### src/rtl/wb_sched.sv
// Writeback scheduler: muxes PC+4/ALU/load data onto the register-file write port,
// stalls the core across variable-latency loads and arbitrates a debug writer.
// Optional macro LOAD_TIMEOUT_EN adds a load wait limit (TIMEOUT_CYCLES) with o_ld_err.
module wb_sched #(
  parameter int DBG_MAX_WAIT   = 4,
  parameter int TIMEOUT_CYCLES = 16
) (
  input  logic        i_clk,
  input  logic        i_rst_n,
  input  logic        i_wb_en,
  input  logic [1:0]  i_wb_sel,
  input  logic [4:0]  i_rd_addr,
  input  logic [31:0] i_pc_four,
  input  logic [31:0] i_alu_data,
  output logic        o_mem_req,
  input  logic        i_mem_ack,
  input  logic [31:0] i_ld_data,
  output logic        o_stall,
  input  logic        i_dbg_req,
  input  logic [4:0]  i_dbg_addr,
  input  logic [31:0] i_dbg_data,
  output logic        o_dbg_gnt,
  output logic        o_rd_wren,
  output logic [4:0]  o_rd_addr,
  output logic [31:0] o_rd_data,
  output logic        o_ld_err
);

  // state   | meaning
  // IDLE    | core writes pass through; a load issues here
  // LD_WAIT | load outstanding, core stalled until ack (or timeout)
  typedef enum logic {IDLE, LD_WAIT} state_t;

  localparam int DW = (DBG_MAX_WAIT < 1) ? 1 : $clog2(DBG_MAX_WAIT + 1);
  localparam logic [DW-1:0] DBG_MAX = DW'(DBG_MAX_WAIT);

  state_t        state, state_nxt;
  logic [4:0]    ld_rd, ld_rd_nxt;
  logic [DW-1:0] dbg_cnt, dbg_cnt_nxt;
  logic          timeout;
  logic          forced;

  logic          wren_c, stall_c, req_c, gnt_c, err_c;
  logic [4:0]    addr_c;
  logic [31:0]   data_c;

`ifdef LOAD_TIMEOUT_EN
  localparam int TW = (TIMEOUT_CYCLES < 2) ? 1 : $clog2(TIMEOUT_CYCLES + 1);
  localparam logic [TW-1:0] TO_LAST = TW'(TIMEOUT_CYCLES - 1);

  logic [TW-1:0] to_cnt;

  // Counts completed LD_WAIT cycles; the cycle seeing TO_LAST is the last one allowed.
  always_ff @(posedge i_clk or negedge i_rst_n) begin
    if (!i_rst_n)
      to_cnt <= '0;
    else if (state == LD_WAIT && state_nxt == LD_WAIT)
      to_cnt <= to_cnt + 1'b1;
    else
      to_cnt <= '0;
  end

  assign timeout = (state == LD_WAIT) && (to_cnt == TO_LAST);
`else
  assign timeout = 1'b0;
`endif

  always_ff @(posedge i_clk or negedge i_rst_n) begin
    if (!i_rst_n) begin
      state   <= IDLE;
      ld_rd   <= '0;
      dbg_cnt <= '0;
    end else begin
      state   <= state_nxt;
      ld_rd   <= ld_rd_nxt;
      dbg_cnt <= dbg_cnt_nxt;
    end
  end

  always_comb begin
    state_nxt = state;
    ld_rd_nxt = ld_rd;
    wren_c    = 1'b0;
    addr_c    = '0;
    data_c    = '0;
    stall_c   = 1'b0;
    req_c     = 1'b0;
    gnt_c     = 1'b0;
    err_c     = 1'b0;
    forced    = (state == IDLE) && i_dbg_req && (dbg_cnt == DBG_MAX);

    case (state)
      IDLE: begin
        if (forced) begin
          // Starved debug writer takes the port; the core holds and retries.
          gnt_c   = 1'b1;
          wren_c  = 1'b1;
          addr_c  = i_dbg_addr;
          data_c  = i_dbg_data;
          stall_c = 1'b1;
        end else if (i_wb_en && i_wb_sel == 2'b10) begin
          req_c     = 1'b1;
          stall_c   = 1'b1;
          ld_rd_nxt = i_rd_addr;
          state_nxt = LD_WAIT;
        end else if (i_wb_en) begin
          wren_c = 1'b1;
          addr_c = i_rd_addr;
          case (i_wb_sel)
            2'b00:   data_c = i_pc_four;
            2'b01:   data_c = i_alu_data;
            default: data_c = '0;
          endcase
        end else if (i_dbg_req) begin
          gnt_c  = 1'b1;
          wren_c = 1'b1;
          addr_c = i_dbg_addr;
          data_c = i_dbg_data;
        end
      end
      LD_WAIT: begin
        if (i_mem_ack) begin
          wren_c    = 1'b1;
          addr_c    = ld_rd;
          data_c    = i_ld_data;
          state_nxt = IDLE;
        end else begin
          if (timeout) begin
            err_c     = 1'b1;
            state_nxt = IDLE;
          end else begin
            req_c   = 1'b1;
            stall_c = 1'b1;
          end
          if (i_dbg_req) begin
            gnt_c  = 1'b1;
            wren_c = 1'b1;
            addr_c = i_dbg_addr;
            data_c = i_dbg_data;
          end
        end
      end
      default: state_nxt = IDLE;
    endcase

    if (addr_c == 5'd0)
      wren_c = 1'b0;
  end

  always_comb begin
    dbg_cnt_nxt = dbg_cnt;
    if (!i_dbg_req || gnt_c)
      dbg_cnt_nxt = '0;
    else if (dbg_cnt != DBG_MAX)
      dbg_cnt_nxt = dbg_cnt + 1'b1;
  end

  // Outputs are combinational from inputs, so gate them directly with the reset pin.
  assign o_rd_wren = wren_c  & i_rst_n;
  assign o_rd_addr = addr_c  & {5{i_rst_n}};
  assign o_rd_data = data_c  & {32{i_rst_n}};
  assign o_stall   = stall_c & i_rst_n;
  assign o_mem_req = req_c   & i_rst_n;
  assign o_dbg_gnt = gnt_c   & i_rst_n;
  assign o_ld_err  = err_c   & i_rst_n;

endmodule

### config.mk
export PLATFORM = sky130hd
export DESIGN_NAME = wb_sched
export DESIGN_NICKNAME = d
export VERILOG_FILES = /design/src/rtl/wb_sched.sv
export SDC_FILE = /design/constraint.sdc
export NUM_CORES = 1
export LEC_CHECK = 0
export BUFFER_PORTS_ARGS = -buffer_cell sky130_fd_sc_hd__buf_2
export CORE_MARGIN = 10
export CORE_UTILIZATION = 37
export CTS_CLUSTER_DIAMETER = 30
export DETAILED_ROUTE_END_ITERATION = 10
export PLACE_DENSITY_LB_ADDON = 0.05
export SETUP_SLACK_MARGIN = 0.05
export SLEW_MARGIN = 20
export SYNTH_ARGS = -nofsm -noshare
export SYNTH_HDL_FRONTEND = slang
export SYNTH_SLANG_ARGS = --single-unit
### constraint.sdc
create_clock -name i_clk -period 4.3 [get_ports i_clk]
set_input_delay 0.86 -clock i_clk [delete_from_list [all_inputs] [get_ports i_clk]]
set_output_delay 0.86 -clock i_clk [all_outputs]
set_load 0.005 [all_outputs]
==> metrics.txt <==
outcome=finished clean; clock slew seen by the registers of the worst setup and hold paths=40 ps; initial antenna violation count=0; root buf cell=clkbuf_8; Initial Util=0.389; CP arrival=2590 ps; Worst Skew=approximately 3.8 ps; n_diodes=0; CTS buffer count=3; DRC=0; pwr dens=178 nW/µm²; Longest Clk Path Bufs=2; IO Port Bufs=185; area occupied by multi-input gates=1240 µm²; # nets final=498; RR Endpoint=dbg_cnt[2]$_DFFE_PN0P_; WL/cell=19.9 µm; row cnt=23; GRT overflow=0; DR pass1 iterations=10; ANT nets after route=0; Crit-path slowest cell=a211oi_4; DIE AREA=7310 µm²; post-DR vias/cell=5.51; GPL Wtd Cong=0.906; CP peak stage delay=640 ps; Post-Synthesis Cell Area=between 1500 and 2000 µm²; IO Count=187; Sink Count=9; Reg2Reg Launch Point=dbg_cnt[0]$_DFFE_PN0P_; Yosys cell types=29; CP Launch Type=primary input; Crit path max-delay family=compound AO/OA/AOI/OAI gates; slew margin rel.=0.424; Syn Inst Count=between 150 and 200; Synth top area share=0.262; yosys warns=0; CTS Hold Buffers Added=0; post-synthesis register bit count=9; number of post-CTS setup repair buffers=0; Final setup viols=0; crit path time final=3450 ps; Fillers=369; chip height=85.5 µm; Syn Nets=324; actual slew at the worst max-slew pin=approximately 860 ps; final WL=approximately 8000 µm; Seq/Total Area, Yosys=0.142; Leakage=0.00133 µW; vias=about 2200; crit path cell chain=buf_2, and2b_4, a211oi_4, a222oi_1, and3_1, a31oi_1, buf_2; FF/Latch Area=approximately 230 µm²; CTS tree=done; crit-path max FO=17; r2r setup slk=2360 ps; H-Tree Depth=1; top cells by area, synth=mux2_2 (26%), a222oi_1 (23%), nor2b_1 (15%); highest clock rate=0.290 GHz; worst reg2reg path depth=6; Tcrit/Tclk final=0.802; post-synth top area cell=mux2_2; Setup CP Type=in -> out; first-pass GRT wire length=11800 µm; DP HPWL=6580 µm; Worst Hold Class=in -> async; Avg Inst Size Synth=roughly 9 µm²; RSZ-0062 raised after global routing=false; max-slew violation count=0; area delta synth->final=60.9%; Buf/Inv on CP=2; Data required, critical path=3440 ps; Die Span X=85.5 µm; most numerous cell on the critical path=buf_2; setup TNS=0 ps; largest net degree at the start of global routing=40; GR Util All Layers=0.193; CTS resizes=0; vias in the first global route=2194; layout cell share with drive strength beyond 1=0.669; core area=4090 µm²; Worst Setup End Kind=output port; maximum vdd drop=0.218 mV; Clock Latency Late Sink=about 230 ps; total power draw=454 µW; post-layout util=0.625; max-cap violations=0; DR iter-0 viols=254; Final Hold Vio Count=0
## final cells by class
class	count	area share
Tap cell	50	0.0245
Timing Repair Buffer	190	0.377
Inverter	4	0.00588
Clock buffer	4	0.0176
Sequential cell	9	0.0881
Multi-Input combinational cell	143	0.487
## per-stage QoR
stage | std cells | setup WS, ps | area [µm²] | hold WS [ps]
4_1_cts | 400 | 813 | 2550 | 497
3_3_place_gp | 396 | 887 | 2510 | 487
6_report | 400 | 852 | 2550 | 492
5_1_grt | 400 | 683 | 2550 | 500
3_5_place_dp | 396 | 837 | 2510 | 494
2_1_floorplan | 177 | 1460 | 1590 | 478
## layer usage
metal  share of wire  global-route usage
met1            0.36               0.215
met2            0.53               0.356
met3           0.093              0.0454
met4           0.014              0.0494
met5               0                   0
## cells by family after synthesis
kind of cell,synth area share
and+or+nand+nor,0.227
AOI/OAI and AO/OA,0.266
muxes,0.262
buffers and inverters,0.0788
DFF,0.142
adders and majority gates,0.0158
other,0.00236
xor gates and xnor gates,0.00552
## flip-flops by register name, summed over array words and instances, names as in the netlist
name,flops
ld_rd,5
dbg_cnt,3
state,1
## report_power, final
group          switching (µW)  leakage [µW]  internal [µW]
registers                8.00      0.000113           99.3
logic                     108       0.00120            142
clock network            32.6     0.0000228           64.5
total                     148       0.00133            305
## layout by cell type, fill, tap and decap left out
master    instances
and2b_4           1
nor3b_1           1
clkbuf_1          1
nor2_1            4
o311ai_0          1
a21oi_1           1
clkbuf_8          3
and2b_1           1
buf_4             5
a211oi_4          1
a31oi_1           1
nor3_2            1
and3_1            2
conb_1            1
nand2b_1          2
mux2_2           37
dfrtp_1           9
inv_1             4
xnor2_1           1
nor2b_1          37
nor3_4            1
o21ai_0           1
nand2_1           4
buf_2           185
ha_1              2
and2_1            3
a211oi_1          1
a222oi_1         37
nand3_1           1
nor3_1            1
## worst reg2reg max path, delay by kind of cell (launching register included)
family,cells,cell delay (ps)
AOI/OAI and AO/OA,1,680
DFF,1,400
and+or+nand+nor,3,490
buffers and inverters,1,70
adders and majority gates,1,200
## synth_stat cells
| master | instances |
|---|---|
| a211oi_4 | 1 |
| a211oi_1 | 1 |
| a31oi_1 | 1 |
| nor2_1 | 4 |
| nor3_2 | 2 |
| o21ai_0 | 1 |
| a21oi_1 | 1 |
| buf_4 | 4 |
| a222oi_1 | 37 |
| xnor2_1 | 1 |
| and2_1 | 3 |
| nor3b_1 | 1 |
| buf_2 | 7 |
| nand2_1 | 4 |
| conb_1 | 1 |
| ha_1 | 2 |
| and2b_4 | 1 |
| clkbuf_1 | 9 |
| nand2b_1 | 2 |
| mux2_2 | 37 |
| nand3_1 | 1 |
| buf_6 | 1 |
| dfrtp_1 | 9 |
| inv_1 | 4 |
| nor2b_1 | 37 |
| nor3_1 | 1 |
| and2b_1 | 1 |
| o311ai_0 | 1 |
| and3_1 | 2 |
## how the worst max path moves through the flow
stage / start / endpoint / cells after the start
3_3_place_gp: i_dbg_req / o_rd_data[15] / 7
5_1_grt: dbg_cnt[0]$_DFFE_PN0P_ / o_rd_wren / 8
2_1_floorplan: i_wb_sel[0] / o_rd_data[10] / 5
6_report: i_wb_en / o_rd_wren / 7
4_1_cts: i_wb_en / o_rd_wren / 7
3_5_place_dp: i_wb_en / o_rd_wren / 7
Power figures use the tool's default switching activity.
